File: src/rtl/stream_pkg.sv
// rtl/stream_pkg.sv - shared types for stream consumer blocks
package stream_pkg;

    typedef enum logic {
        PRIMING = 1'b0,
        RUNNING = 1'b1
    } drain_state_t;

endpackage

File: src/rtl/ring_store.sv
// rtl/ring_store.sv - circular word storage with wrapping read/write pointers
module ring_store #(
    parameter int DATA_SIZE  = 16,
    parameter int FIFO_DEPTH = 5
) (
    input  logic                 clk,
    input  logic                 rst_n,
    input  logic                 push,
    input  logic                 pop,
    input  logic [DATA_SIZE-1:0] wdata,
    output logic [DATA_SIZE-1:0] rdata
);

    localparam int PW = (FIFO_DEPTH > 1) ? $clog2(FIFO_DEPTH) : 1;
    localparam logic [PW-1:0] LAST = PW'(FIFO_DEPTH - 1);

    logic [DATA_SIZE-1:0] mem [FIFO_DEPTH];
    logic [PW-1:0]        rd;
    logic [PW-1:0]        wr;

    // Explicit wrap so non-power-of-two depths never index past the array.
    always_ff @(posedge clk) begin
        if (!rst_n) begin
            rd <= '0;
            wr <= '0;
        end else begin
            if (push) begin
                wr <= (wr == LAST) ? '0 : wr + 1'b1;
            end
            if (pop) begin
                rd <= (rd == LAST) ? '0 : rd + 1'b1;
            end
        end
    end

    always_ff @(posedge clk) begin
        if (push) begin
            mem[wr] <= wdata;
        end
    end

    assign rdata = mem[rd];

endmodule

File: src/rtl/paced_drain.sv
// rtl/paced_drain.sv - elastic buffer releasing one word per sink tick
module paced_drain
    import stream_pkg::*;
#(
    parameter int DATA_SIZE   = 16,
    parameter int FIFO_DEPTH  = 5,
    parameter int PRIME_LEVEL = 3
) (
    input  logic                              clk,
    input  logic                              rst_n,
    input  logic                              in_valid,
    output logic                              in_ready,
    input  logic [DATA_SIZE-1:0]              in_data,
    input  logic                              tick,
    output logic [DATA_SIZE-1:0]              out_data,
    output logic                              out_strobe,
    output logic                              underflow,
    output logic [$clog2(FIFO_DEPTH+1)-1:0]   level
);

    localparam int LW = $clog2(FIFO_DEPTH + 1);
    localparam logic [LW-1:0] FULL_LEVEL  = LW'(FIFO_DEPTH);
    localparam logic [LW-1:0] PRIME_THOLD = LW'(PRIME_LEVEL);

    drain_state_t         state;
    logic                 full;
    logic                 empty;
    logic                 push;
    logic                 pop;
    logic [DATA_SIZE-1:0] rdata;

    assign full     = (level == FULL_LEVEL);
    assign empty    = (level == '0);
    assign in_ready = !full;
    assign push     = in_valid && in_ready;
    assign pop      = (state == RUNNING) && tick && !empty;

    ring_store #(
        .DATA_SIZE  (DATA_SIZE),
        .FIFO_DEPTH (FIFO_DEPTH)
    ) u_ring_store (
        .clk   (clk),
        .rst_n (rst_n),
        .push  (push),
        .pop   (pop),
        .wdata (in_data),
        .rdata (rdata)
    );

    always_ff @(posedge clk) begin
        if (!rst_n) begin
            level <= '0;
        end else begin
            case ({push, pop})
                2'b10:   level <= level + 1'b1;
                2'b01:   level <= level - 1'b1;
                default: level <= level;
            endcase
        end
    end

    // A tick on an empty buffer re-primes; a same-cycle push is stored, never bypassed.
    always_ff @(posedge clk) begin
        if (!rst_n) begin
            state      <= PRIMING;
            out_data   <= '0;
            out_strobe <= 1'b0;
            underflow  <= 1'b0;
        end else begin
            out_strobe <= pop;
            if (pop) begin
                out_data <= rdata;
            end
            case (state)
                PRIMING: begin
                    if (level >= PRIME_THOLD) begin
                        state <= RUNNING;
                    end
                end
                RUNNING: begin
                    if (tick && empty) begin
                        underflow <= 1'b1;
                        state     <= PRIMING;
                    end
                end
                default: state <= PRIMING;
            endcase
        end
    end

endmodule

File: config.mk
export PLATFORM = sky130hd
export DESIGN_NAME = paced_drain
export DESIGN_NICKNAME = d
export VERILOG_FILES = /design/src/rtl/stream_pkg.sv /design/src/rtl/ring_store.sv /design/src/rtl/paced_drain.sv
export SDC_FILE = /design/constraint.sdc
export NUM_CORES = 1
export LEC_CHECK = 0
export ABC_CLOCK_PERIOD_IN_PS = 3100
export CORE_ASPECT_RATIO = 0.8
export CORE_MARGIN = 3
export CORE_UTILIZATION = 30
export CTS_CLUSTER_DIAMETER = 60
export DETAILED_ROUTE_END_ITERATION = 7
export SLEW_MARGIN = 10
export SYNTH_ARGS = -nofsm -noshare
export SYNTH_HDL_FRONTEND = slang
export SYNTH_SLANG_ARGS = --single-unit
File: constraint.sdc
create_clock -name clk -period 3.1 [get_ports clk]
set_clock_uncertainty 0.2 [all_clocks]
set_input_delay 0.465 -clock clk [delete_from_list [all_inputs] [get_ports clk]]
set_output_delay 0.465 -clock clk [all_outputs]
set_load 0.01 [all_outputs]
==> results.md <==
* Outcome: complete, but fails checks
* Failing checks: DRC
* Largest net degree at the start of global routing at 36
* Hpwl dp at 5.13 mm
* Area of the mapped netlist at 4190 um2
* Row count at 37
* P_int at 2.30 mW
* Setup crit end kind: flop
* RD Place Congestion at 0.732
* Final setup TNS at 0 ps
* Relative slew margins at 58.1%
* Yosys reg bits at 108
* Vias in the first global route at 2388
* Clk slew on worst S/H paths at 70 ps
* PostCTS Resize Cnt at 0
* Inst Count DP at 481
* Pre-CTS WS at 315 ps
* Core outline area at 13200 um2
* PwrDens at 561 nW/um2
* Number of hold violations in the final report at 0
* GRT Max-Usage Layer: met2
* Sw power at 0.590 mW
* Starting Density at 31.6%
* FF-to-FF setup slack at 640 ps
* Worst r2r path cells at 9
* Met3 Use GR at 4.12%
* Worst setup startpoint: level[0]
* M1 GR Usage at 15.9%
* Setup bufs post-CTS at 0
* Clock Sinks at 108
* Grt met2 use at 16.9%
* Longest Clk Path Bufs at 2
* Inserted Clock Buffers at 9
* Fmax at 407 MHz
* Count of input and output buffers at 41
* Critical R2R Capture: level[2]
* Area grow syn2layout at 22.8%
* Worst-skew pair later-pin latency at 350 ps
* Initial antenna violation count at 0
* Via Count at 2393
* Number of diodes at 0
* Mapped Nets at 293
* Routed len/inst at 17.0 um
* Pre-Repair DR Iteration Count at 8
* Async set-reset flop share out of synthesis at 0%
* Arr. time, crit path at 2530 ps
* RR Startpoint: level[0]
* Switching share of power at 20.5%
* Die Wd at 138 um
* WS Path Type: reg -> reg
* Boundary Pins at 42
* Fin Hold WS at 308 ps
* H-tree levels at 3
* GRT overflow at 0
* Drt via density at 4.81
* Max-slew violation count at 0
* Placed inst area at 4850 um2
* Worst slew pin tran at 627 ps
* Hold_buf cts at 0
* Max-cap viol count at 0
* Post-Syn Instances at 267
* Clock Power Share at 38.9%
* Final nets at 343
* Sequential Power Share at 55.9%
* 1st-iter DRT viols at 278
* Seq/Total Area, Yosys at 70.8%
* Global Route Usage Sum at 11.5%
* Design Area, Final at 5140 um2
* Final min period at 2460 ps
* Overall power at 2.89 mW
* Final worst slack at 643 ps
* Fin cells at 497
* Share of cells above drive strength 1 at 20.5%
* Post-route ant nets at 0
* Comb power frac at 5.2%
* Die Ht at 112 um
* Final setup violation count at 0
* Pleak at 1.73 nW
* Syn_area_per_cell at 15.7 um2
* Yosys warnings at 0
* CTS tree: built
* HP Class: reg -> reg
* DIE AREA at 15400 um2
* CP required at 3170 ps
* # DRC at 3
* Global-route wire length before repair at 13.4 mm
* Number of synthesized flops with an enable pin at 80
* Ys flop type: edfxtp_1
* DRT Wirelength at 8.43 mm
* Netlist cell types at 32
* Final Util at 38.8%
* Crit path launch type: flop
* VDD IR max at 0.272 mV
* Setup repair after global routing missed its margin: false
* Critical path destination: level[2]
* Root buf cell: clkbuf_16
* Crit-path max FO at 7
* Tcrit/Tclk final at 79.3%
[worst min-delay path by stage]
| stage | start | cells past startpoint | slack [ps] | to |
|---|---|---|---|---|
| 2_1_floorplan | u_ring_store.rd[1] | 2 | 270 | u_ring_store.rd[1] |
| 3_3_place_gp | underflow | 2 | 270 | underflow |
| 3_5_place_dp | underflow | 2 | 270 | underflow |
| 4_1_cts | underflow | 2 | 300 | underflow |
| 5_1_grt | underflow | 2 | 320 | underflow |
| 6_report | underflow | 2 | 310 | underflow |
[layer usage]
layer | vias to the layer above | wire length, um | part of all wire (%)
met2 | 59 | 3860 | 46
met1 | 1175 | 3930 | 47
met3 | 14 | 519 | 6.2
met4 | 0 | 125 | 1.5
met5 | - | 0 | 0
li1 | 1145 | - | -
[registers in the layout, indices dropped and copies added (netlist names)]
signal            flops
underflow             1
u_ring_store.mem     80
level                 3
out_strobe            1
out_data             16
state                 1
u_ring_store.wr       3
u_ring_store.rd       3
[layout make-up]
type,count,area [um2]
clock buffer,11,233
clock inverter,5,60.1
fill,1251,8100
inverter,11,41.3
multi-input combinational,134,1130
sequential,108,2960
tap,175,219
timing repair buffer,53,500
[power groups by stage]
stage | Clock (mW) | Sequential (mW) | Combinational [mW]
3_3_place_gp | 0 | 1.64 | 0.149
4_1_cts | 1.15 | 1.61 | 0.153
6_report | 1.12 | 1.61 | 0.150
2_1_floorplan | 0 | 1.64 | 0.0718
3_5_place_dp | 0 | 1.65 | 0.152
5_1_grt | 1.21 | 1.62 | 0.167
[critical path: stages (launching register included)]
cell     delay (ps)
dfxtp_1         490
and3b_1         290
inv_2            80
nand2_1         100
ha_1            190
inv_1            60
fa_1            380
xor2_1          160
or3_1           300
a21oi_1         140
[cell usage in the layout, fill, tap and decap left out, drive strengths merged, types with 2 or more instances in the layout]
cell type / count
mux2: 32
dfxtp: 28
nand3: 2
a21oi: 24
nand2: 5
o21ai: 22
nor3: 3
nor2: 7
nand4: 2
buf: 12
a222oi: 16
clkbuf: 11
edfxtp: 80
nor4: 4
inv: 12
xor2: 2
clkinv: 2
clkdlybuf4s50: 41
ha: 5
a31oi: 3
[Yosys cell counts, drive strengths merged, types with 2 or more instances]
master,count,area [um2]
nor3,3,15.0
edfxtp,80,2400
a31oi,3,18.8
o21ai,22,110
a21oi,24,120
mux2,32,405
clkbuf,5,18.8
nand3,2,10.0
nand4,2,12.5
xor2,2,17.5
nand2,5,18.8
dfxtp,28,561
nor2,7,26.3
nor4,4,25.0
inv,10,37.5
ha,5,62.6
a222oi,16,160
buf,9,71.3
[cell families (layout without fill, tap and decap cells)]
family	after synthesis	in the layout	synth area share (%)
AO/OA/AOI/OAI	67	67	10.6
XOR/XNOR	2	2	0.418
adder cells (fa/ha/maj)	6	6	1.97
buffers and inverters	25	80	3.14
flip-flops	108	108	70.8
multiplexers	32	32	9.68
AND/OR/NAND/NOR	27	27	3.44
(Power assumes the default switching activity.)
